**src/rtl/req_grant_arbiter.sv**
```systemverilog
// req_grant_arbiter: round-robin level request/grant arbiter with bounded hold time
module req_grant_arbiter #(
  parameter int N        = 4,
  parameter int MAX_HOLD = 8,
  parameter int ID_W     = $clog2(N),
  parameter int CNT_W    = $clog2(MAX_HOLD + 1)
) (
  input  logic            clk,
  input  logic            rst,
  input  logic [N-1:0]    request,
  output logic [N-1:0]    grant,
  output logic            grant_valid,
  output logic [ID_W-1:0] grant_id,
  output logic            timeout_pulse
);
  typedef enum logic [1:0] {IDLE, GRANT, RELEASE} state_t;
  state_t          state;
  logic [CNT_W-1:0] hold_cnt;
  logic [N-1:0]    blocked, elig;
  logic [ID_W-1:0] ptr, pick, pick_nxt;
  logic            found;
  assign elig        = request & ~blocked;
  assign grant_valid = |grant;
  assign pick_nxt    = (int'(pick) == N - 1) ? '0 : pick + ID_W'(1);
  always_comb begin
    pick  = '0;
    found = 1'b0;
    for (int k = 0; k < N; k++) begin
      if (!found && elig[(int'(ptr) + k) % N]) begin
        found = 1'b1;
        pick  = ID_W'((int'(ptr) + k) % N);
      end
    end
  end
  always_ff @(posedge clk or posedge rst) begin
    if (rst) begin
      state         <= IDLE;
      grant         <= '0;
      grant_id      <= '0;
      timeout_pulse <= 1'b0;
      hold_cnt      <= '0;
      blocked       <= '0;
      ptr           <= '0;
    end else begin
      timeout_pulse <= 1'b0;
      // a requester is unblocked as soon as it is seen low
      blocked       <= blocked & request;
      case (state)
        IDLE, RELEASE: begin
          if (found) begin
            state    <= GRANT;
            grant    <= {{(N-1){1'b0}}, 1'b1} << pick;
            grant_id <= pick;
            hold_cnt <= CNT_W'(1);
            ptr      <= pick_nxt;
          end else begin
            state <= IDLE;
          end
        end
        GRANT: begin
          if (!request[grant_id]) begin
            state <= RELEASE;
            grant <= '0;
          end else if (hold_cnt == CNT_W'(MAX_HOLD)) begin
            state             <= RELEASE;
            grant             <= '0;
            timeout_pulse     <= 1'b1;
            blocked[grant_id] <= 1'b1;
          end else begin
            hold_cnt <= hold_cnt + CNT_W'(1);
          end
        end
        default: state <= IDLE;
      endcase
    end
  end
endmodule
```
**config.mk**
```make
export PLATFORM = sky130hd
export DESIGN_NAME = req_grant_arbiter
export DESIGN_NICKNAME = d
export VERILOG_FILES = /design/src/rtl/req_grant_arbiter.sv
export SDC_FILE = /design/constraint.sdc
export NUM_CORES = 1
export LEC_CHECK = 0
export CORE_MARGIN = 2
export CORE_UTILIZATION = 40
export CTS_CLUSTER_DIAMETER = 30
export DETAILED_ROUTE_END_ITERATION = 16
export DONT_BUFFER_PORTS = 1
export SYNTH_ARGS = -nofsm -noshare
export SYNTH_HDL_FRONTEND = slang
export SYNTH_SLANG_ARGS = --single-unit
export TNS_END_PERCENT = 5
```
**constraint.sdc**
```tcl
create_clock -name clk -period 2.2 [get_ports clk]
set_input_delay 0.44 -clock clk [delete_from_list [all_inputs] [get_ports clk]]
set_output_delay 0.44 -clock clk [all_outputs]
set_load 0.01 [all_outputs]
```
==> flow_summary.yaml, run 1 <==
global_routing:
  antenna_found_initial: 0
  grt_pass1_wl_um: 3580
  grtUsageTotal_pct: 14.9
  grt_max_degree: 20
  grt_pass1_vias: 753
  overflow: 0
power:
  seqPwrFrac_pct: 43.9
  cellLeakagePower_nw: 0.532
  ir_drop_v: 0.000615
  power.share.switching_pct: 42.0
  power.density_mw_per_mm2: 1190
  intPower_w: 0.000776
  pwr-share-clk_pct: 13.4
  power_switching_w: 0.000561
  p_comb_share_pct: 42.7
  total_power_w: 0.00134
floorplanning:
  die_height_um: 55.6
  die_w_um: 55.6
  start_util_pct: 42.6
  die-area_mm2: 0.00309
  io_pins: 14
  core_mm2: 0.00250
  std_cell_rows: 18
sta:
  slew_headroom_pct: 50.2
  worst_pin_slew_ns: 0.746
  layout_min_cycle_time_ns: 1.88
  finalMaxSlewViolations: 0
  timing.fmax_mhz: 531
  hold_viol_final: 0
  setup_viol: 0
  skew_ns: 0.00527
  fin_tns_setup_ns: 0
  grt_setup_unrepaired: "false"
  period_share_pct: 85.7
yosys:
  async_flop_share_pct: 100
  netlist.area_leader.share_pct: 44.6
  yosys-top-cells-area: "dfrtp_1 (45%), ha_1 (7.0%), a22o_1 (4.1%)"
  synth_fp_nets: 106
  synth_xor_xnor_area_share_pct: 1.64
  synth_top_family_by_area: "simple AND/OR/NAND/NOR gates"
  synthSimpleGateAreaFrac_pct: 20.1
  synthAdderAreaFrac_pct: 7.04
  synth_compound_area_share_pct: 17.1
  synth-edff-count: 0
  ys_seq_elements: 19
  synth_area_mm2: 0.00107
  yosysWarningCount: 0
  muxShareOfSynthArea_pct: 5.52
  synth_ff_type: "dfrtp_1"
  yosys.area.top_type: "dfrtp_1"
  ys_types: 38
  ys_top_cells_by_count: "dfrtp_1 (19), nand2_1 (9), inv_1 (7)"
  yosysMostFrequentCell: "dfrtp_1"
  yosysSeqAreaShare_pct: 44.6
  avgSynthCellArea_um2: 11.3
  syn_inst: 94
clock_tree:
  numCtsBuffers: 3
  cts_sinks: 19
  cts_resized: 0
  cts_tree: "built"
  clock_path_buffers: 2
  cts_root_buffer: "clkbuf_4"
  hold_buffers: 0
  path_clk_slew_ns: 0.11
  postCtsSetupRepairBufs: 0
  insertion_delay_ns: 0.30
  ctsHtreeMaxLevel: 1
final_layout:
  postLayoutCoreUtil_pct: 44.8
  area_growth_pct: 5.16
  drive_gt1_share_pct: 16.5
  stdcell_area_mm2: 0.00112
  nFillCells: 236
  diodes: 0
  fin_nets: 110
route:
  routed_via_density: 5.65
  top_layer_used: "met4"
  met3WireLength_um: 72
  drt_pass1_iterations: 4
  drt_iter0_drc: 13
  postRouteAntennaNets: 0
  wl_met2_um: 1010
  num_vias: 718
  wl_met1_um: 962
  finalWirelength_um: 2060
  drc: 0
  wl_per_cell_um: 16.2
placed_design:
  gp_congestion: 0.759
  hpwl_um: 1540
  placed_area_mm2: 0.00109
  io_buffers: 0
setup_path:
  path_delay_family: "compound AO/OA/AOI/OAI gates"
  worstSetupPathType: "reg -> reg"
  critical_path_arrival_ns: 2.08
  critical_path.cell_chain: "nand2b_1, mux2_2, o211ai_2, inv_1, ha_1, a22o_1"
  crit_required_ns: 2.39
  worstPathMaxFanout: 5
  start_kind: "flop"
  cp-end-kind: "flop"
  max_stage_delay_ns: 0.41
  crit_slowest_cell: "dfrtp_1"
  critPathBufInv: 1
outcome:
  status: "finished, final reports clean"
run:
  drv_cap: 0
min_path:
  holdCritPathClass: "in -> async"
placed cells by master (no fill, tap or decap), drive strengths merged, types with 2 or more instances in the layout:
master  synthesis  layout
o21ai           6       6
nand3           3       3
and3            2       2
xor2            2       2
ha              6       6
dfrtp          19      19
a32o            2       2
clkbuf          0       4
nor2b           2       2
a22o            5       5
mux2            2       2
nor3b           3       3
nand2           9       9
inv             7       7
nand2b          5       5
nor2            4       4
cell families after synthesis:
kind of cell / after synthesis
AO/OA/AOI/OAI: 20
AND/OR/NAND/NOR: 34
buffers and inverters: 9
XOR/XNOR: 2
adder cells (fa/ha/maj): 6
multiplexers: 4
flip-flops: 19
per-stage QoR:
stage                     instances  setup slack, ns  hold WS, ns
after detailed placement        123            0.341        0.472
final                           127            0.315        0.143
after global routing            127            0.221        0.181
after global placement          123            0.381        0.465
after CTS                       127            0.314        0.151
after floorplan                  94            0.531        0.391
power groups by stage:
| stage | clock [W] | combinational [W] | sequential, W |
|---|---|---|---|
| 2_1_floorplan | 0 | 0.000495 | 0.000546 |
| 3_3_place_gp | 0 | 0.000561 | 0.000592 |
| 3_5_place_dp | 0 | 0.000571 | 0.000594 |
| 4_1_cts | 0.000190 | 0.000578 | 0.000586 |
| 5_1_grt | 0.000205 | 0.000633 | 0.000604 |
| 6_report | 0.000179 | 0.000571 | 0.000586 |
final cells by class:
type	count	area [um2]	share of cell area, %
multi-input cells	66	548	48.9
repair buffers	1	7.51	0.670
clock buffers	4	26.3	2.34
inverters	7	26.3	2.34
flip-flops and latches	19	475	42.4
well taps	30	37.5	3.35
sequential cells by signal, summed over array words and instances (netlist names):
signal / flops
state: 2
ptr: 2
grant: 4
timeout_pulse: 1
grant_id: 2
blocked: 4
hold_cnt: 4
layer usage:
metal	up-vias	track usage [%]
li1	346	-
met1	359	19.1
met3	2	4.88
met4	0	3.14
met2	11	24.7
met5	-	0
worst paths after layout:
check | startpoint | slack, ns | cells past startpoint | end
max | blocked[2]$_DFF_PP0_ | 0.32 | 6 | grant[1]$_DFFE_PP0P_
min | rst | 0.14 | 1 | hold_cnt[3]$_DFFE_PP0P_
max reg2reg | blocked[2]$_DFF_PP0_ | 0.32 | 6 | grant[1]$_DFFE_PP0P_
min reg2reg | blocked[1]$_DFF_PP0_ | 0.49 | 1 | blocked[1]$_DFF_PP0_
max in group asynchronous | rst | 1.59 | 1 | grant_id[0]$_DFFE_PP0P_
min in group clk | request[2] | 0.25 | 2 | blocked[2]$_DFF_PP0_
Note: power is estimated with default switching activity, not from simulation.
==> run 2, diff against run 1 <==
CORE_ASPECT_RATIO = 0.9   (was default)
==> run 2 against run 1 <==
  * Clock power about the same
  * Worst setup slack got worse by 0.0081 ns
  * Largest cell class unchanged
  * Clock-buffer cell count decreased by 1
  * Critical endpoint unchanged
  * Wire length up 0.39%
  * Via count fell by 3.5%
==> flow_summary.yaml, run 2 (same netlist as run 1, synthesis figures left out) <==
power:
  cellLeakagePower_nw: 0.534
  pwr-share-clk_pct: 13.6
  power_switching_w: 0.000566
  power.share.switching_pct: 42.2
  intPower_w: 0.000774
  p_comb_share_pct: 42.6
  seqPwrFrac_pct: 43.8
  ir_drop_v: 0.000733
  power.density_mw_per_mm2: 1200
placed_design:
  gp_congestion: 0.721
  placed_area_mm2: 0.00109
  hpwl_um: 1530
  io_buffers: 0
final_layout:
  nFillCells: 247
  multi_input_area_um2: 548
  drive_gt1_share_pct: 17.5
  regArea_um2: 475
  area_growth_pct: 5.05
  fin_nets: 110
  stdcell_area_mm2: 0.00112
  diodes: 0
  reg.largest.list: "blocked x4, grant x4, hold_cnt x4"
  layout_commonest_cell: "dfrtp_1"
  layout_common_cells: "dfrtp_1 (19), nand2_1 (9), inv_1 (7)"
sta:
  slew_headroom_pct: 51.0
  fin_tns_setup_ns: 0
  worst_pin_slew_ns: 0.734
  finalMaxSlewViolations: 0
  hold_viol_final: 0
  grt_setup_unrepaired: "false"
  skew_ns: 0.0168
  setup_viol: 0
  layout_min_cycle_time_ns: 1.89
  timing.fmax_mhz: 528
  period_share_pct: 86.0
  timing.hold.ws_ns: 0.124
run:
  drv_cap: 0
route:
  num_vias: 693
  finalWirelength_um: 2070
  wl_per_cell_um: 16.5
  routed_via_density: 5.54
  wl_met1_um: 945
  top_layer_used: "met4"
  drt_iter0_drc: 23
  drc: 0
  postRouteAntennaNets: 0
  wl_met2_um: 1020
  drt_pass1_iterations: 4
  met3WireLength_um: 88
global_routing:
  grt_pass1_vias: 745
  grtUsageTotal_pct: 16.0
  antenna_found_initial: 0
  grt_max_degree: 20
  overflow: 0
  grt_pass1_wl_um: 3620
setup_path:
  start_kind: "flop"
  crit_required_ns: 2.41
  crit_start: "blocked[2]$_DFF_PP0_"
  r2r-start: "blocked[2]$_DFF_PP0_"
  critical_path_arrival_ns: 2.10
  worstSetupPathType: "reg -> reg"
  worstPathMaxFanout: 5
  cp-end-kind: "flop"
clock_tree:
  path_clk_slew_ns: 0.12
  numCtsBuffers: 3
  postCtsSetupRepairBufs: 0
  clock_path_buffers: 2
  insertion_delay_ns: 0.31
  cts_root_buffer: "clkbuf_4"
  cts_resized: 0
  hold_buffers: 0
  cts_sinks: 19
  cts_tree: "built"
  ctsHtreeMaxLevel: 1
floorplanning:
  start_util_pct: 42.8
  core_mm2: 0.00249
  die_w_um: 58.4
  std_cell_rows: 17
  die-area_mm2: 0.00309
  die_height_um: 53.0
  io_pins: 14
outcome:
  status: "finished, final reports clean"
min_path:
  holdCritPathClass: "in -> async"
==> run 2: cell types whose count changed in the layout (fill, tap and decap cells not counted), sizes merged <==
cell    change
clkbuf      -1
clkinv      +1
==> run 2: worst paths after layout <==
kind	endpoint	slack (ns)	cells after the start
hold / removal	grant[1]$_DFFE_PP0P_	0.12	1
setup / recovery	grant[1]$_DFFE_PP0P_	0.31	6
min in group clk	blocked[2]$_DFF_PP0_	0.24	2
setup reg to reg	grant[1]$_DFFE_PP0P_	0.31	6
hold reg to reg	blocked[3]$_DFF_PP0_	0.50	1
max in group asynchronous	blocked[3]$_DFF_PP0_	1.60	1
==> run 2: worst max-delay path, stage by stage, from the launching register on <==
cell and delay, ns:
dfrtp_1 0.41, nand2b_1 0.23, mux2_2 0.31, o211ai_2 0.28, inv_1 0.13, ha_1 0.23
a22o_1 0.21
==> run 2: per-stage QoR <==
stage	total power, W	instances	worst slack [ns]	utilization [%]
3_3_place_gp	0.00115	121	0.372	43.9
6_report	0.00134	125	0.307	45.0
5_1_grt	0.00145	125	0.245	45.0
2_1_floorplan	0.00104	94	0.531	-
3_5_place_dp	0.00116	121	0.339	43.9
4_1_cts	0.00136	125	0.307	45.0
==> run 2: cell type report <==
cell class | count | share of cell area (%)
sequential | 19 | 42.5
multi-input combinational | 66 | 48.9
tap | 28 | 3.13
clock inverter | 1 | 0.447
inverter | 7 | 2.35
clock buffer | 3 | 2.01
timing repair buffer | 1 | 0.670
==> run 2: metal layers <==
metal / vias to the layer above / track usage (%)
li1: 345 / -
met1: 337 / 20.3
met2: 9 / 26.0
met3: 2 / 5.87
met4: 0 / 3.49
met5: - / 0
==> run 2: power groups by stage <==
stage	Clock, W	Combinational [W]	Sequential, W
detailed placement	0	0.000568	0.000597
floorplan	0	0.000495	0.000546
finish	0.000182	0.000571	0.000587
CTS	0.000190	0.000578	0.000588
global route	0.000210	0.000640	0.000605
global placement	0	0.000562	0.000592
